### src/rtl/dmem_arbiter.sv
// rtl/dmem_arbiter.sv - CPU/DMA arbiter for a 256x8 synchronous-read data memory.
// CPU has default priority; DMA wins on starvation or while continuing a held burst.
module dmem_arbiter #(
  parameter int STARVE_LIM = 4,
  parameter int BURST_MAX  = 8
) (
  input  logic       clk,
  input  logic       reset,
  input  logic       cpu_req,
  input  logic       cpu_we,
  input  logic [7:0] cpu_addr,
  input  logic [7:0] cpu_wdata,
  output logic       cpu_stall,
  output logic [7:0] cpu_rdata,
  output logic       cpu_rvalid,
  input  logic       dma_req,
  input  logic       dma_burst,
  input  logic       dma_we,
  input  logic [7:0] dma_addr,
  input  logic [7:0] dma_wdata,
  output logic       dma_gnt,
  output logic [7:0] dma_rdata,
  output logic       dma_rvalid,
  output logic       mem_en,
  output logic       mem_we,
  output logic [7:0] mem_addr,
  output logic [7:0] mem_wdata,
  input  logic [7:0] mem_rdata
);

  typedef enum logic [1:0] {
    S_IDLE = 2'd0,
    S_CPU  = 2'd1,
    S_DMA  = 2'd2
  } state_t;

  localparam logic [2:0] STARVE_TOP = 3'(STARVE_LIM);
  localparam logic [3:0] BURST_TOP  = 4'(BURST_MAX);

  state_t     state, state_nx;
  logic [2:0] starve_cnt, starve_nx;
  logic [3:0] burst_cnt, burst_nx;
  logic       starved, burst_hold, dma_pri;
  logic       cpu_win, dma_win;
  logic       cpu_rd_q, dma_rd_q;
  logic [7:0] cpu_rdata_q, dma_rdata_q;

  // Winner selection; reset low suppresses every grant.
  always_comb begin
    starved    = (starve_cnt == STARVE_TOP);
    burst_hold = (state == S_DMA) && dma_burst && (burst_cnt < BURST_TOP);
    dma_pri    = starved || burst_hold;
    dma_win    = reset && dma_req && (!cpu_req || dma_pri);
    cpu_win    = reset && cpu_req && !dma_win;
  end

  assign cpu_stall = reset && cpu_req && !cpu_win;
  assign dma_gnt   = dma_win;

  always_comb begin
    mem_en    = 1'b0;
    mem_we    = 1'b0;
    mem_addr  = 8'h00;
    mem_wdata = 8'h00;
    if (cpu_win) begin
      mem_en    = 1'b1;
      mem_we    = cpu_we;
      mem_addr  = cpu_addr;
      mem_wdata = cpu_wdata;
    end else if (dma_win) begin
      mem_en    = 1'b1;
      mem_we    = dma_we;
      mem_addr  = dma_addr;
      mem_wdata = dma_wdata;
    end
  end

  always_comb begin
    state_nx  = S_IDLE;
    starve_nx = 3'd0;
    burst_nx  = 4'd0;
    if (cpu_win) begin
      state_nx = S_CPU;
    end else if (dma_win) begin
      state_nx = S_DMA;
    end
    if (dma_req && !dma_win) begin
      starve_nx = starved ? starve_cnt : starve_cnt + 3'd1;
    end
    // Burst length saturates so a long uncontested DMA run cannot wrap back into priority.
    if (dma_win) begin
      if (state != S_DMA) begin
        burst_nx = 4'd1;
      end else if (burst_cnt >= BURST_TOP) begin
        burst_nx = burst_cnt;
      end else begin
        burst_nx = burst_cnt + 4'd1;
      end
    end
  end

  always_ff @(posedge clk or negedge reset) begin
    if (!reset) begin
      state       <= S_IDLE;
      starve_cnt  <= 3'd0;
      burst_cnt   <= 4'd0;
      cpu_rd_q    <= 1'b0;
      dma_rd_q    <= 1'b0;
      cpu_rdata_q <= 8'h00;
      dma_rdata_q <= 8'h00;
    end else begin
      state      <= state_nx;
      starve_cnt <= starve_nx;
      burst_cnt  <= burst_nx;
      cpu_rd_q   <= cpu_win && !cpu_we;
      dma_rd_q   <= dma_win && !dma_we;
      if (cpu_rd_q) begin
        cpu_rdata_q <= mem_rdata;
      end
      if (dma_rd_q) begin
        dma_rdata_q <= mem_rdata;
      end
    end
  end

  // Memory data arrives one cycle after the grant; pass it through then hold it.
  assign cpu_rvalid = cpu_rd_q;
  assign dma_rvalid = dma_rd_q;
  assign cpu_rdata  = cpu_rd_q ? mem_rdata : cpu_rdata_q;
  assign dma_rdata  = dma_rd_q ? mem_rdata : dma_rdata_q;

endmodule

### config.mk
export PLATFORM = sky130hd
export DESIGN_NAME = dmem_arbiter
export DESIGN_NICKNAME = d
export VERILOG_FILES = /design/src/rtl/dmem_arbiter.sv
export SDC_FILE = /design/constraint.sdc
export NUM_CORES = 1
export LEC_CHECK = 0
export BUFFER_PORTS_ARGS = -buffer_cell sky130_fd_sc_hd__buf_2
export CORE_ASPECT_RATIO = 1.1
export CORE_UTILIZATION = 43
export CTS_CLUSTER_SIZE = 16
export DETAILED_ROUTE_END_ITERATION = 6
export HOLD_SLACK_MARGIN = 0.1
export PLACE_DENSITY_LB_ADDON = 0.08
export SLEW_MARGIN = 30
export SYNTH_ARGS = -nofsm -noshare
export SYNTH_HDL_FRONTEND = slang
export SYNTH_SLANG_ARGS = --single-unit
export TNS_END_PERCENT = 50
### constraint.sdc
create_clock -name clk -period 2.4 [get_ports clk]
set_clock_uncertainty 0.1 [all_clocks]
set_input_delay 0.24 -clock clk [delete_from_list [all_inputs] [get_ports clk]]
set_output_delay 0.24 -clock clk [all_outputs]
set_load 0.02 [all_outputs]
==> results.ini <==
[outcome]
outcome = finished, final reports clean

[worst_hold_path]
hp-class = input port to flip-flop

[floorplan]
boundaryPins = 85
die_area_um2 = 3480
die_h_um = 61.7
fp-row-count = 21
core_area_um2 = 3070
start_util_pct = 45.4
die_w_um = 56.3

[synth]
mappedNetlistNets = 159
synth-seq-area-share_pct = 48.4
ys_warn_count = 0
ys_types = 30
syn_area_per_cell_um2 = 12.9
syn_inst = 108
ys_ff_latch = 27
ys_top_cells_by_area = dfrtp_1 48%, mux2_2 13%, a22o_1 11%, ha_1 3.6%, nand4bb_4 2.0%
synth_top_area_share_pct = 48.4
syn-cell-area_um2 = 1400
yosys.area.top_type = dfrtp_1

[layout]
diodes = 0
fin_nets = 258
area_delta_synth_final_pct = 43.6
drive_gt1_share_pct = 53.9
fill_cells = 246
finalNonFillerCells = 240

[routing]
drt.antenna.violating_nets = 0
vias_per_cell = 5.18
wire_per_inst_um = 13.9
vias = 1244
drc = 0
drt-initial-drc-count = 33
wl_um = 3340
drtPass1Iterations = 3

[timing]
worstMarginPinSlew_ps = 393
hold_viol = 0
slew_violations = 0
slew_headroom_pct = 73.8
rsz0062_at_grt = no
post-route-period-util_pct = 94.6
tns_ps = 0
setup_viol = 0
fmax_mhz = 441
period_minus_slack_ps = 2270

[power]
intPower_mw = 0.755
power_frac_clock_pct = 16.9
ir_worst_vdd_mv = 0.408
p_seq_share_pct = 48.3
p_comb_share_pct = 34.8
power_mw = 1.12
p_leak_nw = 1.02
p_sw_mw = 0.365
power.density_nw_per_um2 = 559
switching_share_pct = 32.6

[critical_path]
cp_max_fo = 19
cp.arrival_ps = 1930
critical_path_class = flip-flop to output pin
end_kind = output pin
startpoint_type = flip-flop
cp.required_ps = 2060

[clocking]
insertion_delay_ps = 320
cts_tree = done
htreeDepth = 1
cts.sinks = 27
max-clock-path-buffers = 2
root_buffer = clkbuf_4
numCtsBuffers = 3
clk_pin_slew_ps = 140

[global_route]
grt-ovfl-total = 0
grt_pass1_wl_um = 4910
grt_start_max_net_pins = 30
grt_pass1_vias = 1125
grtUsageTotal_pct = 18.4
antenna_found_initial = 0

[placement]
dp_cells = 224
dp_hpwl_um = 2550
place.gp.congestion = 0.729
portBuffers = 84

[job]
max-cap-violations = 0

## worst paths after layout
| path | start | endpoint | slack [ps] | cells after the start |
|---|---|---|---|---|
| worst max-delay path | starve_cnt[0]$_DFFE_PN0P_ | mem_wdata[7] | 130 | 7 |
| worst min-delay path | cpu_req | state[1]$_DFF_PN0_ | 110 | 2 |
| worst max register to register | starve_cnt[0]$_DFFE_PN0P_ | starve_cnt[0]$_DFFE_PN0P_ | 680 | 5 |
| worst min register to register | dma_rdata_q[3]$_DFF_PN0_ | dma_rdata_q[3]$_DFF_PN0_ | 410 | 1 |
| max in group asynchronous | reset | dma_rdata_q[0]$_DFF_PN0_ | 1460 | 3 |
| min in group asynchronous | reset | state[1]$_DFF_PN0_ | 180 | 2 |
## cell usage after synthesis
| library cell | count |
|---|---|
| dfrtp_1 | 27 |
| a22o_1 | 17 |
| mux2_2 | 16 |
| inv_1 | 5 |
| ha_1 | 4 |
| a31oi_1 | 3 |
| nand2_1 | 3 |
| nor2_1 | 3 |
| nor4_1 | 3 |
| a21oi_1 | 2 |
| and3_1 | 2 |
| buf_6 | 2 |
| clkbuf_1 | 2 |
| mux2i_1 | 2 |
| xnor2_1 | 2 |
| a211oi_4 | 1 |
| a31oi_4 | 1 |
| and2b_1 | 1 |
| and2b_2 | 1 |
| nand2b_1 | 1 |
| nand3_1 | 1 |
| nand3b_1 | 1 |
| nand4bb_4 | 1 |
| nor3_1 | 1 |
| nor3b_1 | 1 |
| nor4bb_4 | 1 |
| o211ai_1 | 1 |
| o21a_1 | 1 |
| o21ai_0 | 1 |
| o311a_1 | 1 |
## stage by stage
step,area [um2],util (%),setup slack (ps),hold slack [ps]
2_1_floorplan,1400,-,497,-156
3_3_place_gp,1840,60.0,398,-41.9
3_5_place_dp,1840,60.0,295,-42.5
4_1_cts,2000,65.0,59.0,102
5_1_grt,2000,65.2,12.0,111
6_report,2000,65.2,130,111
## worst max-delay path, stage by stage, from the launching register on
cell and delay, ps:
dfrtp_1 400, inv_1 60, ha_1 220, and3_1 190, a211oi_4 220, buf_6 210, a22o_1 150, buf_2 160
## cells by family after synthesis
kind of cell             count (synthesis)  synth area share, %
AO/OA/AOI/OAI                           28                 17.8
XOR/XNOR                                 2                 1.26
adder cells (fa/ha/maj)                  4                 3.59
buffers and inverters                    9                 3.50
flip-flops                              27                 48.4
multiplexers                            18                 14.3
AND/OR/NAND/NOR                         20                 11.0
## flip-flops by register name, summed over array words and instances (netlist names)
signal	count
cpu_rdata_q	8
dma_rdata_q	8
burst_cnt	4
starve_cnt	3
state	2
cpu_rvalid	1
dma_rvalid	1
## final cells by class
class                   instances  area [um2]  area share, %
clock buffers                   4        26.3           1.31
well taps                      34        42.5           2.12
repair buffers                 98         569           28.4
inverters                       5        18.8          0.937
multi-input cells              72         671           33.5
flip-flops and latches         27         676           33.7
## power by group through the flow
stage | logic [mW] | clock network, mW | registers (mW)
finish | 0.390 | 0.190 | 0.541
global route | 0.423 | 0.221 | 0.548
CTS | 0.392 | 0.197 | 0.542
detailed placement | 0.375 | 0 | 0.552
global placement | 0.367 | 0 | 0.547
floorplan | 0.237 | 0 | 0.543
## layer usage
metal	track usage, %	up-vias	wire length (um)
li1	-	602	-
met1	22.6	616	1430
met2	33.8	24	1760
met3	2.90	2	134
met4	6.27	0	17
met5	0	-	0
## cell usage in the layout, fill, tap and decap left out, types with 2 or more instances in the layout
cell type | Yosys | layout
mux2_2 | 16 | 16
inv_1 | 5 | 5
ha_1 | 4 | 4
dfrtp_1 | 27 | 27
nor2_1 | 3 | 3
nor4_1 | 3 | 3
a31oi_1 | 3 | 3
dlygate4sd3_1 | 0 | 11
mux2i_1 | 2 | 2
xnor2_1 | 2 | 2
nand2_1 | 3 | 3
and3_1 | 2 | 2
buf_2 | 0 | 84
clkbuf_4 | 0 | 3
a22o_1 | 17 | 17
a21oi_1 | 2 | 2
## repair_timing
item                                    in CTS  in global routing
gates resized for setup                      0                  1
setup buffers                                1                  0
pin swaps                                    1                  0
endpoints found under the hold margin       45                  0
endpoints found under the setup margin      17                 15
hold buffers                                11                  0
gates cloned                                 0                  0
(Power assumes the default switching activity.)
